File: src/rtl/ball_engine_if.sv
// Raster, paddle and serve inputs plus ball/event outputs of the ball engine.
// The master side drives the raster and control signals; the slave side is the engine.
interface ball_engine_if;
  logic [15:0] h_pos;
  logic [15:0] v_pos;
  logic [9:0]  paddle_x;
  logic        launch;
  logic [9:0]  ball_x;
  logic [9:0]  ball_y;
  logic        pixel_ball;
  logic        frame_tick;
  logic        hit;
  logic        miss;
  logic [1:0]  state;

  modport master (
    output h_pos, v_pos, paddle_x, launch,
    input  ball_x, ball_y, pixel_ball, frame_tick, hit, miss, state
  );

  modport slave (
    input  h_pos, v_pos, paddle_x, launch,
    output ball_x, ball_y, pixel_ball, frame_tick, hit, miss, state
  );
endinterface

File: src/rtl/ball_engine.sv
// Pong-style ball: serve/run/miss FSM updated once per frame, wall and paddle
// bounces, and a registered ball-pixel flag for the raster.
module ball_engine #(
  parameter int unsigned H_TOTAL     = 800,
  parameter int unsigned V_TOTAL     = 525,
  parameter int unsigned H_START     = 144,
  parameter int unsigned V_START     = 35,
  parameter int unsigned FIELD_W     = 640,
  parameter int unsigned FIELD_H     = 480,
  parameter int unsigned BALL        = 8,
  parameter int unsigned SPEED       = 2,
  parameter int unsigned PAD_W       = 64,
  parameter int unsigned PAD_Y       = 464,
  parameter int unsigned MISS_FRAMES = 60
) (
  input  logic          clk,
  input  logic          rst_n,
  ball_engine_if.slave  eng
);

  typedef enum logic [1:0] {SERVE = 2'd0, RUN = 2'd1, MISS = 2'd2} state_t;

  localparam logic [9:0] C_X0   = 10'((FIELD_W - BALL) / 2);
  localparam logic [9:0] C_Y0   = 10'((FIELD_H - BALL) / 2);
  localparam logic [9:0] C_XMAX = 10'(FIELD_W - BALL);
  localparam logic [9:0] C_YMAX = 10'(PAD_Y - BALL);
  localparam int unsigned CNT_W = (MISS_FRAMES > 1) ? $clog2(MISS_FRAMES) : 1;

  state_t             r_state;
  logic [9:0]         r_x, r_y;
  logic               r_dx, r_dy;      // 1 = moving right / down
  logic               r_launch;
  logic [CNT_W-1:0]   r_cnt;
  logic               r_pixel, r_frame_tick, r_hit, r_miss;

  logic               w_frame_end, w_bottom, w_overlap, w_pixel;
  logic [9:0]         w_nx, w_ny;
  logic               w_ndx, w_ndy;
  logic [10:0]        w_x_inc, w_y_inc;
  logic [15:0]        w_hrel, w_vrel;

  assign w_frame_end = (eng.h_pos == 16'(H_TOTAL - 1)) && (eng.v_pos == 16'(V_TOTAL - 1));
  assign w_x_inc     = {1'b0, r_x} + 11'(SPEED);
  assign w_y_inc     = {1'b0, r_y} + 11'(SPEED);
  assign w_bottom    = r_dy && (w_y_inc >= {1'b0, C_YMAX});
  assign w_overlap   = ({1'b0, r_x} + 11'(BALL) > {1'b0, eng.paddle_x}) &&
                       ({1'b0, r_x} < {1'b0, eng.paddle_x} + 11'(PAD_W));

  always_comb begin
    w_nx  = r_x;
    w_ndx = r_dx;
    w_ny  = r_y;
    w_ndy = r_dy;
    if (r_dx) begin
      if (w_x_inc >= {1'b0, C_XMAX}) begin
        w_nx  = C_XMAX;
        w_ndx = 1'b0;
      end else begin
        w_nx = w_x_inc[9:0];
      end
    end else if (r_x <= 10'(SPEED)) begin
      w_nx  = '0;
      w_ndx = 1'b1;
    end else begin
      w_nx = r_x - 10'(SPEED);
    end
    if (!r_dy) begin
      if (r_y <= 10'(SPEED)) begin
        w_ny  = '0;
        w_ndy = 1'b1;
      end else begin
        w_ny = r_y - 10'(SPEED);
      end
    end else if (w_bottom) begin
      w_ny  = C_YMAX;
      w_ndy = 1'b0;
    end else begin
      w_ny = w_y_inc[9:0];
    end
  end

  // Relative coordinates are only trusted once the raster is past the start offsets.
  assign w_hrel  = eng.h_pos - 16'(H_START);
  assign w_vrel  = eng.v_pos - 16'(V_START);
  assign w_pixel = (eng.h_pos >= 16'(H_START)) && (eng.v_pos >= 16'(V_START)) &&
                   (w_hrel >= {6'b0, r_x}) && (w_hrel <= {6'b0, r_x} + 16'(BALL - 1)) &&
                   (w_vrel >= {6'b0, r_y}) && (w_vrel <= {6'b0, r_y} + 16'(BALL - 1));

  always_ff @(posedge clk or negedge rst_n) begin
    if (!rst_n) begin
      r_state      <= SERVE;
      r_x          <= C_X0;
      r_y          <= C_Y0;
      r_dx         <= 1'b1;
      r_dy         <= 1'b0;
      r_launch     <= 1'b0;
      r_cnt        <= '0;
      r_pixel      <= 1'b0;
      r_frame_tick <= 1'b0;
      r_hit        <= 1'b0;
      r_miss       <= 1'b0;
    end else begin
      r_frame_tick <= w_frame_end;
      r_pixel      <= w_pixel;
      r_hit        <= 1'b0;
      r_miss       <= 1'b0;
      if ((r_state == SERVE) && eng.launch) r_launch <= 1'b1;
      if (w_frame_end) begin
        case (r_state)
          SERVE: if (r_launch || eng.launch) begin
            r_state  <= RUN;
            r_dx     <= 1'b1;
            r_dy     <= 1'b0;
            r_launch <= 1'b0;
          end
          RUN: if (w_bottom && !w_overlap) begin
            // A miss freezes x; only y snaps to the paddle row.
            r_state <= MISS;
            r_miss  <= 1'b1;
            r_y     <= C_YMAX;
          end else begin
            r_x   <= w_nx;
            r_dx  <= w_ndx;
            r_y   <= w_ny;
            r_dy  <= w_ndy;
            r_hit <= w_bottom;
          end
          MISS: if (r_cnt == CNT_W'(MISS_FRAMES - 1)) begin
            r_state <= SERVE;
            r_cnt   <= '0;
            r_x     <= C_X0;
            r_y     <= C_Y0;
            r_dx    <= 1'b1;
            r_dy    <= 1'b0;
          end else begin
            r_cnt <= r_cnt + 1'b1;
          end
          default: r_state <= SERVE;
        endcase
      end
    end
  end

  assign eng.ball_x     = r_x;
  assign eng.ball_y     = r_y;
  assign eng.pixel_ball = r_pixel;
  assign eng.frame_tick = r_frame_tick;
  assign eng.hit        = r_hit;
  assign eng.miss       = r_miss;
  assign eng.state      = r_state;

endmodule

File: src/flat_wrapper.sv
// flat-port wrapper written by rule: the top's interface ports become plain ports
module ball_engine_flat 
#(
  parameter int unsigned H_TOTAL     = 800,
  parameter int unsigned V_TOTAL     = 525,
  parameter int unsigned H_START     = 144,
  parameter int unsigned V_START     = 35,
  parameter int unsigned FIELD_W     = 640,
  parameter int unsigned FIELD_H     = 480,
  parameter int unsigned BALL        = 8,
  parameter int unsigned SPEED       = 2,
  parameter int unsigned PAD_W       = 64,
  parameter int unsigned PAD_Y       = 464,
  parameter int unsigned MISS_FRAMES = 60
)
  (clk, rst_n, eng_h_pos, eng_v_pos, eng_paddle_x, eng_launch, eng_ball_x, eng_ball_y, eng_pixel_ball, eng_frame_tick, eng_hit, eng_miss, eng_state);
  ball_engine_if eng_i ();
  input  logic clk;
  input  logic rst_n;
  input wire logic [$bits(eng_i.h_pos)-1:0] eng_h_pos;
  input wire logic [$bits(eng_i.v_pos)-1:0] eng_v_pos;
  input wire logic [$bits(eng_i.paddle_x)-1:0] eng_paddle_x;
  input wire logic [$bits(eng_i.launch)-1:0] eng_launch;
  output wire logic [$bits(eng_i.ball_x)-1:0] eng_ball_x;
  output wire logic [$bits(eng_i.ball_y)-1:0] eng_ball_y;
  output wire logic [$bits(eng_i.pixel_ball)-1:0] eng_pixel_ball;
  output wire logic [$bits(eng_i.frame_tick)-1:0] eng_frame_tick;
  output wire logic [$bits(eng_i.hit)-1:0] eng_hit;
  output wire logic [$bits(eng_i.miss)-1:0] eng_miss;
  output wire logic [$bits(eng_i.state)-1:0] eng_state;
  assign eng_i.h_pos = eng_h_pos;
  assign eng_i.v_pos = eng_v_pos;
  assign eng_i.paddle_x = eng_paddle_x;
  assign eng_i.launch = eng_launch;
  assign eng_ball_x = eng_i.ball_x;
  assign eng_ball_y = eng_i.ball_y;
  assign eng_pixel_ball = eng_i.pixel_ball;
  assign eng_frame_tick = eng_i.frame_tick;
  assign eng_hit = eng_i.hit;
  assign eng_miss = eng_i.miss;
  assign eng_state = eng_i.state;
  ball_engine #(.H_TOTAL(H_TOTAL), .V_TOTAL(V_TOTAL), .H_START(H_START), .V_START(V_START), .FIELD_W(FIELD_W), .FIELD_H(FIELD_H), .BALL(BALL), .SPEED(SPEED), .PAD_W(PAD_W), .PAD_Y(PAD_Y), .MISS_FRAMES(MISS_FRAMES)) u_core (.clk(clk), .rst_n(rst_n), .eng(eng_i));
endmodule
File: config.mk
export PLATFORM = sky130hd
export DESIGN_NAME = ball_engine_flat
export DESIGN_NICKNAME = d
export VERILOG_FILES = /design/src/rtl/ball_engine_if.sv /design/src/rtl/ball_engine.sv /design/src/flat_wrapper.sv
export SDC_FILE = /design/constraint.sdc
export NUM_CORES = 1
export LEC_CHECK = 0
export ABC_AREA = 1
export CAP_MARGIN = 20
export CORE_ASPECT_RATIO = 1.5
export CORE_MARGIN = 2
export CORE_UTILIZATION = 50
export CTS_CLUSTER_SIZE = 28
export DETAILED_ROUTE_END_ITERATION = 8
export PLACE_DENSITY = 0.71
export SLEW_MARGIN = 15
export SYNTH_ARGS = -nofsm -noshare
export SYNTH_HDL_FRONTEND = slang
export SYNTH_SLANG_ARGS = --single-unit
File: constraint.sdc
create_clock -name clk -period 5.61 [get_ports clk]
set_input_delay 1.683 -clock clk [delete_from_list [all_inputs] [get_ports clk]]
set_output_delay 1.683 -clock clk [all_outputs]
set_load 0.01 [all_outputs]
### After elaboration in Yosys (flattened, before gate mapping)

Cells that the tools add are included.

| cells by class | value |
|---|---|
| eq/ne operators | 9 |
| order comparisons | 12 |
| reductions and logical operators | 20 |
| multiplexer cells | 41 |
| add/subtract/negate cells | 11 |

Operators by type and width:

| operator | count |
|---|---|
| two-way mux 10 bit | 10 |
| one-hot mux 10 bit (2 select lines) | 2 |
| equality test 16 x 10 -> 1 bit, second input constant | 2 |
| >= comparator 16 x 10 -> 1 bit | 2 |
| <= comparator 16 bit | 2 |
| adder 10 x 2 -> 11 bit, second input constant | 2 |
| adder 10 x 3 -> 11 bit, second input constant | 2 |
| two-way mux 1 bit | 22 |
| <= comparator 10 x 2 -> 1 bit, second input constant | 2 |
| subtractor 10 x 2 -> 10 bit, second input constant | 2 |
| >= comparator 16 x 6 -> 1 bit, second input constant | 1 |
| >= comparator 16 x 8 -> 1 bit, second input constant | 1 |
| subtractor 16 x 6 -> 16 bit, second input constant | 1 |
| subtractor 16 x 8 -> 16 bit, second input constant | 1 |
| adder 10 x 4 -> 11 bit, second input constant | 1 |
| adder 10 x 7 -> 11 bit, second input constant | 1 |
| >= comparator 11 x 10 -> 1 bit, second input constant | 1 |
| >= comparator 11 x 9 -> 1 bit, second input constant | 1 |
| greater-than comparator 11 x 10 -> 1 bit | 1 |
| < comparator 10 x 11 -> 1 bit | 1 |
| logical AND 1 bit | 10 |
| AND reduction 4 bit | 2 |
| adder 6 x 1 -> 6 bit, second input constant | 1 |
| equality test 6 bit, second input constant | 1 |
| other kinds (16) | 21 |

| word-level totals | value |
|---|---|
| logic and storage cells | 104 |
| bits in registers | 35 |
| input port bits | 45 |

### Logic depth before layout (Yosys ltp)

| depth | value |
|---|---|
| depth after elaboration | 8 |
| depth in mapped cells | 18 |

### Worst setup path before layout

Ideal clock, no wire load.

| timing path | value |
|---|---|
| kind | in2reg |
| from | input port eng_v_pos[0] |
| to | register u_core.r_pixel (netlist: u_core.eng.pixel_ball) |
| stages on the path | 16 |
| required time | 5.524 ns |
| setup time | 0.086 ns |
| setup slack | 2.154 ns |
| arrival time | 3.370 ns |
| cell sequence | ha_1 nor3_1 nand2_1 nand2_1 xor2_1 ha_1 nand2_1 o21a_1 nand2_1 nand2_1 nand2_1 nand2_1 nand2_1 nand2_1 nand3_1 nor3_1 |

| on the way | value |
|---|---|
| cells in the longest elaborated chain, start to end | 6 |
| elaborated cells on any way between the ends | 9 |
| those cells by class | add/sub: 1; order compare: 3; reduce/logical: 5 |

RTL lines:

| item | line | RTL |
|---|---|---|
| start: declaration | flat_wrapper.sv:21 | `input wire logic [$bits(eng_i.v_pos)-1:0] eng_v_pos;` |
| branches (longest 5 deep; another with subtractor 16 x 6 -> 16 bit) | -- |  |
| logical AND 1 bit * | ball_engine.sv:87 | `(w_vrel >= {6'b0, r_y}) && (w_vrel <= {6'b0, r_y} + 16'(BALL - 1));` |
| via u_core.w_pixel | ball_engine.sv:36 | `logic w_frame_end, w_bottom, w_overlap, w_pixel;` |
| end signal: assignment | ball_engine.sv:104 | `r_pixel <= w_pixel;` |
| end: declaration | ball_engine.sv:34 | `logic r_pixel, r_frame_tick, r_hit, r_miss;` |

Mark *: on every way through the listed nets, which the timed path passes.
A chain may end at the register's enable or synchronous reset.

### Worst setup path in the final report

Same ends and word-level chain as after synthesis.

==> results.py <==
metrics = {
    "cts": {
        "cts_buffers": 5,
        "clockBufferDepth": 2,
        "cts_resized": 0,
        "htreeDepth": 2,
        "cts_setup_buffers": 0,
        "worst_skew_pair.late_latency_ns": 0.28,
        "clk_pin_slew_worst_paths_ns": 0.05,
        "hold_buffers": 0,
        "clock-sinks": 33,
        "cts_tree": "done",
        "root_buffer": "clkbuf_16",
    },
    "die": {
        "ios": 71,
        "dieHeight_um": 128,
        "dieArea_sq_um": 11000,
        "core_sq_um": 10000,
        "initial_core_util": 0.509,
        "rows": 45,
        "dieWidth_um": 86.5,
    },
    "power_and_ir_drop": {
        "powerDensity_nw_per_um2": 119,
        "p_sw_uw": 198,
        "clkPwrFrac": 0.436,
        "power_uw": 722,
        "ir_drop_uv": 86.3,
        "p_seq_frac": 0.331,
        "p_sw_frac": 0.275,
        "cellLeakagePower_uw": 0.00304,
        "p_comb_frac": 0.233,
        "p_int_uw": 523,
    },
    "grt": {
        "grt_pass1_vias": 5365,
        "grt-ovfl-total": 0,
        "grt_pass1_wl_um": 24400,
        "grt_use_total": 0.272,
        "grt_max_degree": 34,
        "antenna_found_initial": 0,
    },
    "sta": {
        "final-hold-violation-count": 0,
        "worstMarginPinSlew_ns": 0.496,
        "holdWs_ns": 0.506,
        "finClkSkew_ns": 0.00556,
        "setup_violations": 0,
        "finalSetupTns_ns": 0,
        "clock.fmax_mhz": 250,
        "grt_setup_unrepaired": "false",
        "finalCritPeriodShare": 0.712,
        "max_slew_margin": 0.666,
        "post-route-min-period_ns": 4.00,
        "final_max_slew_viol_count": 0,
    },
    "drt": {
        "drt-vias-per-instance": 5.51,
        "drt-initial-drc-count": 237,
        "dr.pass1.iters": 5,
        "num_vias": 5467,
        "drc": 0,
        "drt_wl_total_um": 14800,
        "wl_per_cell_um": 14.9,
        "drt.antenna.violating_nets": 0,
    },
    "worst_setup_path": {
        "crit_type": "primary input to flip-flop",
        "cp_slowest_stage_delay_ns": 0.46,
        "cp.arrival_ns": 4.17,
        "cp-end-kind": "flip-flop",
        "startpoint_type": "primary input",
        "r2r_slack_ns": 2.71,
        "path_cells": "clkdlybuf4s50_1 -> ha_1 -> nor3_1 -> nand2_1 -> nand2_1 -> xor2_1 -> ha_1 -> nand2_1 -> nor2_1 -> nand2_1 -> nand2_1 -> nand2_1 -> nand2_1 -> nand2_1 -> nand2_1 -> nand2_1 -> nand3_1 -> nor3_1",
        "cp_max_fo": 6,
        "cp_common_cell": "nand2_1",
        "slowest_stage": "clkdlybuf4s50_1",
        "worst-r2r-cell-count": 17,
        "required_ns": 5.79,
    },
    "placement": {
        "place_hpwl_um": 12400,
        "place_congestion": 0.952,
        "io_buffers": 68,
        "place_inst": 984,
    },
    "synth": {
        "seq_area_frac_synth": 0.165,
        "synth.avg_cell_area_sq_um": 6.31,
        "synth_area_sq_um": 5100,
        "yosys_warnings": 0,
        "ys.flop_type": "dfrtp_1",
        "syn_inst": 809,
        "ys_async_sr_fraction": 1.00,
        "ys_types": 43,
        "synth_edf_count": 0,
        "ys_ff_latch": 33,
    },
    "final_layout": {
        "layout-drive-gt1-share": 0.0629,
        "filler_cell_count": 962,
        "area_growth_pct": 18.4,
        "fin_nets": 989,
        "diodes": 0,
        "stdcell_count": 992,
    },
    "outcome": {
        "outcome": "completed",
    },
    "min_path": {
        "hp-class": "flip-flop to flip-flop",
        "holdPathStages": 2,
    },
    "run": {
        "cap_violations": 0,
    },
}
-- power by group through the flow --
stage	sequential (uW)	combinational, uW	clock (uW)
after detailed placement	242	169	0
after global placement	242	161	0
after CTS	239	169	319
final	239	168	315
after floorplan	243	95.9	0
after global routing	238	192	329
-- Yosys cell counts (2+ instances only) --
cell type / count / share of area
nand2_4: 2 / 0.0044
dfstp_2: 11 / 0.057
xnor2_1: 5 / 0.0086
nor3_2: 2 / 0.0039
buf_4: 5 / 0.0074
nand2_1: 203 / 0.15
o22ai_1: 4 / 0.0049
nand3_1: 66 / 0.065
ha_1: 70 / 0.17
xor2_1: 38 / 0.065
nor3_1: 14 / 0.014
nor2_1: 83 / 0.061
nand4_1: 31 / 0.038
o21a_1: 2 / 0.0029
nand3b_1: 2 / 0.0029
o21ai_1: 2 / 0.0020
dfrtp_1: 22 / 0.11
nand2_2: 10 / 0.012
nor2_4: 4 / 0.0088
o21ai_0: 39 / 0.038
a21o_1: 5 / 0.0074
nor2_2: 5 / 0.0061
o31ai_1: 2 / 0.0029
a21oi_1: 36 / 0.035
clkinv_1: 2 / 0.0015
clkbuf_1: 2 / 0.0015
inv_1: 112 / 0.082
inv_2: 7 / 0.0052
buf_2: 5 / 0.0049
and3_1: 2 / 0.0025
a31oi_1: 3 / 0.0037
o21ai_2: 2 / 0.0034
-- state kept, by name, indices dropped and copies added (netlist names) --
register	cells
u_core.r_dx	1
u_core.eng.ball_y	9
u_core.r_launch	1
u_core.r_cnt	6
u_core.eng.state	2
u_core.eng.ball_x	9
u_core.r_dy	1
u_core.eng.frame_tick	1
u_core.eng.miss	1
u_core.eng.hit	1
u_core.eng.pixel_ball	1
-- cell families after synthesis --
group                      count (synthesis)  synth area share
adders and majority gates                 70             0.172
xor gates and xnor gates                  43            0.0738
buffers and inverters                    133             0.103
other                                      1          0.000735
DFF                                       33             0.165
and+or+nand+nor                          429             0.378
AOI/OAI and AO/OA                        100             0.109
-- layout make-up --
class | instances | area (sq um) | area share
repair buffers | 69 | 688 | 0.114
multi-input cells | 644 | 3740 | 0.619
flip-flops and latches | 33 | 840 | 0.139
inverters | 121 | 454 | 0.0752
well taps | 117 | 146 | 0.0242
clock buffers | 5 | 125 | 0.0207
clock inverters | 3 | 46.3 | 0.00766
-- metal layers --
| layer | up-vias | share of wire | GRT usage |
|---|---|---|---|
| li1 | 2767 | - | - |
| met1 | 2529 | 0.38 | 0.289 |
| met2 | 133 | 0.56 | 0.543 |
| met3 | 38 | 0.030 | 0.0206 |
| met4 | 0 | 0.029 | 0.0938 |
| met5 | - | 0 | 0 |
-- metrics by stage --
step           instance area, sq um  setup slack, ns   util
3_3_place_gp                   5870             1.49  0.586
6_report                       6040             1.61  0.603
5_1_grt                        6040             1.38  0.603
2_1_floorplan                  5100             2.15      -
3_5_place_dp                   5870             1.38  0.586
4_1_cts                        6040             1.65  0.603
-- layout by cell type, fill, tap and decap left out, types with 2 or more instances in the layout --
cell type / count
nand2_1: 203
dfrtp_1: 22
xnor2_1: 5
clkinv_1: 2
nand2_2: 10
nor3_1: 14
o31ai_1: 2
inv_1: 112
o21ai_2: 2
clkdlybuf4s50_1: 68
xor2_1: 38
nand4_1: 31
nand3b_1: 2
ha_1: 70
and3_1: 2
nor2_2: 5
dfstp_2: 11
a21o_1: 5
nor3_2: 2
a31oi_1: 3
o22ai_1: 4
nand3_1: 66
clkbuf_16: 5
inv_2: 7
o21ai_0: 39
a21oi_1: 36
nor2_1: 83
nand2_4: 2
nor2_4: 4
conb_1: 2
o21a_1: 2
o21ai_1: 2
-- worst paths after layout --
| kind | startpoint | endpoint |
|---|---|---|
| worst max-delay path | eng_v_pos[0] | u_core.eng.pixel_ball |
| worst min-delay path | u_core.r_cnt[1] | u_core.r_cnt[1] |
| worst max register to register | u_core.eng.ball_x[4] | u_core.r_dx |
| worst min register to register | u_core.r_cnt[1] | u_core.r_cnt[1] |
| max in group asynchronous | rst_n | u_core.eng.ball_x[5] |
| min in group asynchronous | rst_n | u_core.eng.ball_y[4] |
-- worst max-delay path: cells and delay by family --
kind	cells	cell delay [ns]
xor gates and xnor gates	1	0.23
buffers and inverters	1	0.46
adders and majority gates	2	0.51
and+or+nand+nor	14	1.28
(Power assumes the default switching activity.)
